===== src/rtl/profpga_sim_end_ctrl.sv =====
// rtl/profpga_sim_end_ctrl.sv - end-of-run controller: done-source collection, minimum run time, watchdog
//
// Optional build macro: SIM_END_STOP_EN
//   When defined, the RUN->DONE and RUN->TIMEOUT transitions print a message and call $stop(0).
//   This is simulation-only code; port behaviour is the same with or without the macro.
//
// Ports:
//   mmi64_clk    : single clock, all logic on the rising edge
//   mmi64_reset  : synchronous active-high reset
//   arm_i        : start or re-arm a run; a pulse or a level both work, and it is ignored while running
//   src_done_i   : per-source done levels; a rising edge marks that source as done
//   src_mask_i   : 1 = source required for done; captured when the run is armed
//   busy_o       : a run is in progress
//   done_o       : level; the run ended with all required sources done
//   done_pulse_o : single-cycle pulse on the first cycle of done_o
//   timeout_o    : level; the watchdog expired before the run completed
//   seen_o       : sticky per-source done flags for the current or last run
//   cycle_cnt_o  : RUN cycles elapsed; saturates at its maximum and freezes when the run ends

module profpga_sim_end_ctrl #(
    parameter int N_SRC          = 4,
    parameter int CNT_W          = 32,
    parameter int MIN_CYCLES     = 100,
    parameter int TIMEOUT_CYCLES = 1000000
) (
    input  logic             mmi64_clk,
    input  logic             mmi64_reset,
    input  logic             arm_i,
    input  logic [N_SRC-1:0] src_done_i,
    input  logic [N_SRC-1:0] src_mask_i,
    output logic             busy_o,
    output logic             done_o,
    output logic             done_pulse_o,
    output logic             timeout_o,
    output logic [N_SRC-1:0] seen_o,
    output logic [CNT_W-1:0] cycle_cnt_o
);

    typedef enum logic [1:0] {
        ST_IDLE,
        ST_RUN,
        ST_DONE,
        ST_TIMEOUT
    } state_t;

    localparam logic [CNT_W-1:0] CNT_MAX = '1;
    localparam logic [CNT_W-1:0] MIN_C   = CNT_W'(MIN_CYCLES);
    localparam logic [CNT_W-1:0] TMO_C   = CNT_W'(TIMEOUT_CYCLES);
    localparam bit               TMO_EN  = (TIMEOUT_CYCLES != 0);

    state_t           state_q, state_d;
    logic [N_SRC-1:0] mask_q;
    logic [N_SRC-1:0] src_prev_q;
    logic [N_SRC-1:0] seen_q, seen_d, seen_run;
    logic [N_SRC-1:0] src_edge;
    logic [CNT_W-1:0] cnt_q, cnt_d;
    logic             pulse_q, pulse_d;
    logic             start;
    logic             end_ok;
    logic             tmo_hit;

    always_comb begin
        // Edge detection runs in every state, so a source already high at arm
        // must fall and rise again before it counts.
        src_edge = src_done_i & ~src_prev_q;
        seen_run = seen_q | src_edge;
        // Both comparisons use the pre-increment count; done has priority over timeout.
        end_ok   = (&(seen_run | ~mask_q)) && (cnt_q >= MIN_C);
        tmo_hit  = TMO_EN && (cnt_q >= TMO_C);

        state_d  = state_q;
        seen_d   = seen_q;
        cnt_d    = cnt_q;
        pulse_d  = 1'b0;
        start    = 1'b0;

        case (state_q)
            ST_IDLE, ST_DONE, ST_TIMEOUT: begin
                if (arm_i) begin
                    state_d = ST_RUN;
                    seen_d  = '0;
                    cnt_d   = '0;
                    start   = 1'b1;
                end
            end
            ST_RUN: begin
                seen_d = seen_run;
                cnt_d  = (cnt_q == CNT_MAX) ? cnt_q : cnt_q + CNT_W'(1);
                if (end_ok) begin
                    state_d = ST_DONE;
                    pulse_d = 1'b1;
                end else if (tmo_hit) begin
                    state_d = ST_TIMEOUT;
                end
            end
            default: state_d = ST_IDLE;
        endcase
    end

    always_ff @(posedge mmi64_clk) begin
        if (mmi64_reset) begin
            state_q    <= ST_IDLE;
            mask_q     <= '0;
            src_prev_q <= '0;
            seen_q     <= '0;
            cnt_q      <= '0;
            pulse_q    <= 1'b0;
        end else begin
            state_q    <= state_d;
            src_prev_q <= src_done_i;
            seen_q     <= seen_d;
            cnt_q      <= cnt_d;
            pulse_q    <= pulse_d;
            if (start) begin
                mask_q <= src_mask_i;
            end
        end
    end

    assign busy_o       = (state_q == ST_RUN);
    assign done_o       = (state_q == ST_DONE);
    assign timeout_o    = (state_q == ST_TIMEOUT);
    assign done_pulse_o = pulse_q;
    assign seen_o       = seen_q;
    assign cycle_cnt_o  = cnt_q;

`ifdef SIM_END_STOP_EN
    always @(posedge mmi64_clk) begin
        if (!mmi64_reset && state_q == ST_RUN) begin
            if (state_d == ST_DONE) begin
                $timeformat(-12, 0, " ps", 1);
                $display("%t: Reached end of simulation.", $time);
                $stop(0);
            end else if (state_d == ST_TIMEOUT) begin
                $timeformat(-12, 0, " ps", 1);
                $display("%t: Simulation TIMEOUT, seen=%h", $time, seen_d);
                $stop(0);
            end
        end
    end
`else
    // Synthesisable build: no simulation hooks.
`endif

endmodule


===== config.mk =====
export PLATFORM = sky130hd
export DESIGN_NAME = profpga_sim_end_ctrl
export DESIGN_NICKNAME = d
export VERILOG_FILES = /design/src/rtl/profpga_sim_end_ctrl.sv
export SDC_FILE = /design/constraint.sdc
export NUM_CORES = 1
export LEC_CHECK = 0
export BUFFER_PORTS_ARGS = -buffer_cell sky130_fd_sc_hd__buf_2
export CORE_MARGIN = 3
export CORE_UTILIZATION = 30
export DETAILED_ROUTE_END_ITERATION = 8
export GPL_ROUTABILITY_DRIVEN = 0
export SLEW_MARGIN = 20
export SYNTH_ARGS = -nofsm -noshare
export SYNTH_HDL_FRONTEND = slang
export SYNTH_SLANG_ARGS = --single-unit
export TNS_END_PERCENT = 10

===== constraint.sdc =====
create_clock -name mmi64_clk -period 4.5 [get_ports mmi64_clk]
set_clock_uncertainty 0.05 [all_clocks]
set_input_delay 0.45 -clock mmi64_clk [delete_from_list [all_inputs] [get_ports mmi64_clk]]
set_output_delay 0.45 -clock mmi64_clk [all_outputs]
set_load 0.02 [all_outputs]

# Yosys cells after proc, flatten, opt, wreduce, memory -nomap -nowiden
# Cells that the tools add are included.
[classes] add_sub_neg=1 multipliers=0 n_div=0 magnitude_cmp=2 eq_ne=7 shift=0 muxes=12 n_bitwise=6 n_reduce_logical=7
[op_table] operator="$mux W32" count=2
[op_table] operator="$pmux W32 S2" count=1
[op_table] operator="$add A32 B1 Y32 const B" count=1
[op_table] operator="$eq A32 B32 Y1 const B" count=1
[op_table] operator="$ge A32 B20 Y1 const B" count=1
[op_table] operator="$ge A32 B7 Y1 const B" count=1
[op_table] operator="$not A4 Y4" count=2
[op_table] operator="$or A4 B4 Y4" count=2
[op_table] operator="$pmux W4 S2" count=1
[op_table] operator="$mux W2" count=3
[op_table] operator="$and A4 B4 Y4" count=1
[op_table] operator="$eq A2 B2 Y1 const B" count=2
[op_table] operator="$mux W4" count=1
[op_table] operator="$ne A2 B2 Y1 const B" count=2
[op_table] operator="$pmux W2 S2" count=1
[op_table] operator="$reduce_and A2 Y1" count=2
[op_table] operator="$reduce_and A4 Y1" count=1
[op_table] operator="$mux W1" count=3
[op_table] operator="$ne A3 B1 Y1 const B" count=1
[op_table] operator="$reduce_or A3 Y1" count=1
[op_table] operator="$eq A2 B1 Y1 const B" count=1
[op_table] operator="$logic_not A2 Y1" count=1
[op_table] operator="$reduce_or A2 Y1" count=1
[op_table] operator="$logic_and A1 B1 Y1" count=1
[op_table] operator="$not A1 Y1" count=1
[totals] regBits=47 latch_bits=0 ram_bits=0 mem_bits_ro=0 inputBits=11 output_inout_bits=40 wordCells=41 memories=0

# Longest topological paths before layout
[logic_depth] word_depth=8 depth_mapped=8 depth_no_buf=6

# Worst setup path before layout
# OpenSTA, ideal clock, no wires.
[synth_path] kind="register -> register" start="reg cnt_q[16] (netlist: cycle_cnt_o[16])" end="reg cnt_q[31] (netlist: cycle_cnt_o[31])" setup_ps=115 t_arrival_ps=2027 t_required_ps=4335 slack_ps=2309 stages_incl_launch_ff=9 path_buffers=3 period_less_slack_ps=2191 cell_sequence="dfxtp_1 buf_2 nand4_1 or3_1 buf_6 o31ai_4 buf_6 nor4_1 o21a_1"
[synth_via] elab_chain_cells=3 elab_cells_between_ends=6 classes_between="add/sub (1); eq/ne (2); mux (2); reduce/logical (1)"
[synth_lines] item="start, declared" line="56" text="logic [CNT_W-1:0] cnt_q, cnt_d;"
[synth_lines] item="start signal, assigned" line="112" text="cnt_q <= cnt_d;"
[synth_lines] item="$add A32 B1 Y32 / $eq A32 B32 Y1 (equally long branches)" line="88" text="cnt_d = (cnt_q == CNT_MAX) ? cnt_q : cnt_q + CNT_W'(1);"
[synth_lines] item="$mux W32 / $ne A2 B2 Y1 (equally long branches)"
[synth_lines] item="$pmux W32 S2 / $reduce_and A2 Y1 (equally long branches)"
# Parallel ways exist; a longest one is shown, timed or not. The select of a mux whose other input is x is not followed.
# A chain may end at the register's enable or synchronous reset.

# Worst setup path in the final report
[layout_path] start="reg cnt_q[16] (netlist: cycle_cnt_o[16])" end="reg cnt_q[25] (netlist: cycle_cnt_o[25])"
# The elaborated chain is that of the path after synthesis.

==> qor.txt <==
outcome: complete, no violations
average wire per standard cell: 15.03 µm
CTS Hold Bufs: 0
die area: 9344 µm²
TritonCTS clock tree: built
I/O pin count: 51
Seq cells post-synth: 47
antenna cells: 0
Max Fclk: 0.3674 GHz
DRC: 0
Primary FF master, synth: dfxtp_1
vias in the first global route: 2119
register area: 940.9 µm²
Slew @ Worst Pin: 1.040 ns
drt first-iter violations: 93
CP arrival: 2.84 ns
maxcap violations: 0
synth warn: 0
Synth Cell Area: 2466 µm²
antenna viol nets, final: 0
RSZ-0062 raised after global routing: no
synthesis-to-finish area growth: 14.87%
clock latency at the later pin of the worst-skew pair: 0.30 ns
Critical Path Start Type: flop
PwrDens: 260.7 nW/µm²
FP Rows: 32
first-pass GRT wire length: 10620 µm
post-CTS setup buffers: 0
Post-Synthesis Cells: 283
fraction of layout cells with a size suffix above 1: 29.57%
Tmin final: 2.722 ns
CP max FO: 26
Initial Utilization: 31.43%
Global Route Usage Sum: 13.58%
Relative slew margins: 30.70%
Seq pwr share: 57.9%
Psw: 0.1792 mW
worst setup path class: flop to flop
cts bufs inserted: 5
setup TNS: 0 ns
initial antenna violation count: 0
root buf cell: clkbuf_8
most frequent cells in the layout: buf_2, dfxtp_1, nand2_1
Via Count: 2287
final setup fails: 0
Pre-Repair DR Iteration Count: 4
fill cell count: 851
clock power share: 34.8%
most common cell after layout, fill and taps aside: buf_2
Pint: 0.5594 mW
Pwr Total: 0.7386 mW
number of synthesized flops with an enable pin: 0
Lkg Pwr: 1.045 nW
hpwl dp: 4672 µm
# H-tree levels: 2
port buffer count: 50
count of cell types in the netlist: 58
core area: 7848 µm²
Die Ht: 96.67 µm
Bufs on Longest Clock Path: 2
largest net degree at the start of global routing: 30
nets: 341
footprint of the multi-input gates: 1389 µm²
PostCTS Resize Cnt: 0
Net Count, Synth: 296
Comb power frac: 7.3%
Worst EP required: 4.62 ns
Hold WC Path Type: input port to flop
Via-to-Cell Ratio: 5.319
clk sinks: 47
Async SR Flop Fraction: 0%
Post-Syn Area per Cell: 8.714 µm²
post-synthesis sequential area ratio: 38.15%
fin crit share: 60.49%
Max IR drop VDD: 0.1143 mV
Final Hold Viols: 0
DIE WIDTH: 96.67 µm
Sw Ratio: 24.27%
fin. max-slew vios: 0
Final Routed Wirelength: 6463 µm
crit path capture type: flop
clock-pin slew on the worst setup and hold paths: 0.09 ns
total gr overflow: 0
Yosys cell counts, drive strengths merged, types with 3 or more instances:
cell | count | area (µm²)
nor2b | 7 | 43.79
nand3 | 18 | 90.09
or3 | 15 | 95.09
nor4 | 9 | 62.56
and3 | 3 | 20.02
dfxtp | 47 | 940.9
nor2 | 20 | 75.07
nand2 | 24 | 90.09
clkbuf | 8 | 60.06
inv | 8 | 30.03
xnor2 | 7 | 61.31
buf | 5 | 46.29
a211oi | 5 | 37.54
o21ai | 11 | 77.57
o31ai | 5 | 56.30
o211ai | 3 | 22.52
nor3 | 11 | 60.06
nand4 | 7 | 56.30
xor2 | 3 | 26.28
a21oi | 29 | 175.2
or4 | 7 | 62.56
and4 | 3 | 30.03
flip-flops by register name, indices dropped and copies added, names as in the netlist:
name	flops
seen_o	4
done_pulse_o	1
mask_q	4
src_prev_q	4
state_q	2
cycle_cnt_o	32
power groups by stage:
| stage | registers [mW] | clock network, mW | logic, mW |
|---|---|---|---|
| after floorplan | 0.439 | 0 | 0.0399 |
| after global placement | 0.437 | 0 | 0.0536 |
| after detailed placement | 0.438 | 0 | 0.0544 |
| after CTS | 0.428 | 0.269 | 0.0546 |
| after global routing | 0.429 | 0.288 | 0.0605 |
| final | 0.428 | 0.257 | 0.0539 |
stage by stage:
step | hold WS, ns | instances | setup slack, ns | area (µm²) | util [%]
global placement | 0.3950 | 423 | 1.865 | 2745 | 34.98
global route | 0.3364 | 430 | 1.490 | 2833 | 36.10
detailed placement | 0.4023 | 423 | 1.779 | 2745 | 34.98
finish | 0.3364 | 430 | 1.778 | 2833 | 36.10
CTS | 0.3420 | 430 | 1.757 | 2833 | 36.10
floorplan | 0.3861 | 283 | 2.309 | 2466 | -
layout make-up:
| type | instances | area share [%] |
|---|---|---|
| clock inverters | 1 | 0.1767 |
| multi-input cells | 215 | 49.03 |
| flip-flops and latches | 47 | 33.22 |
| repair buffers | 51 | 9.099 |
| inverters | 8 | 1.060 |
| clock buffers | 6 | 2.915 |
| well taps | 102 | 4.505 |
cell families after synthesis:
group / count (synthesis) / synth area share (%)
XOR/XNOR: 10 / 3.552
AO/OA/AOI/OAI: 71 / 21.51
AND/OR/NAND/NOR: 132 / 30.24
buffers and inverters: 21 / 5.530
adder cells (fa/ha/maj): 2 / 1.015
flip-flops: 47 / 38.15
worst max-delay path, stage by stage (launching register included):
cell     delay (ns)
dfxtp_1        0.47
nand4_1        0.22
or3_1          0.59
o31ai_4        0.93
or4_2          0.27
a21oi_1        0.06
routing by layer:
metal  share of wire, %  routed length, µm  vias up  track usage, %
met5                  0                  0        -               0
met4               0.42                 27        0           3.024
met3                7.0                451        5           3.677
met2                 45               2878       66           20.33
met1                 48               3105     1068           19.50
li1                   -                  -     1148               -
path summary, 6_finish.rpt:
check,start,to,slack (ns),depth (start not counted)
max,cycle_cnt_o[16],cycle_cnt_o[25],1.78,5
max reg2reg,cycle_cnt_o[16],cycle_cnt_o[25],1.78,5
min,src_done_i[3],src_prev_q[3],0.34,2
min reg2reg,mask_q[1],mask_q[1],0.41,2
(Power assumes the default switching activity.)
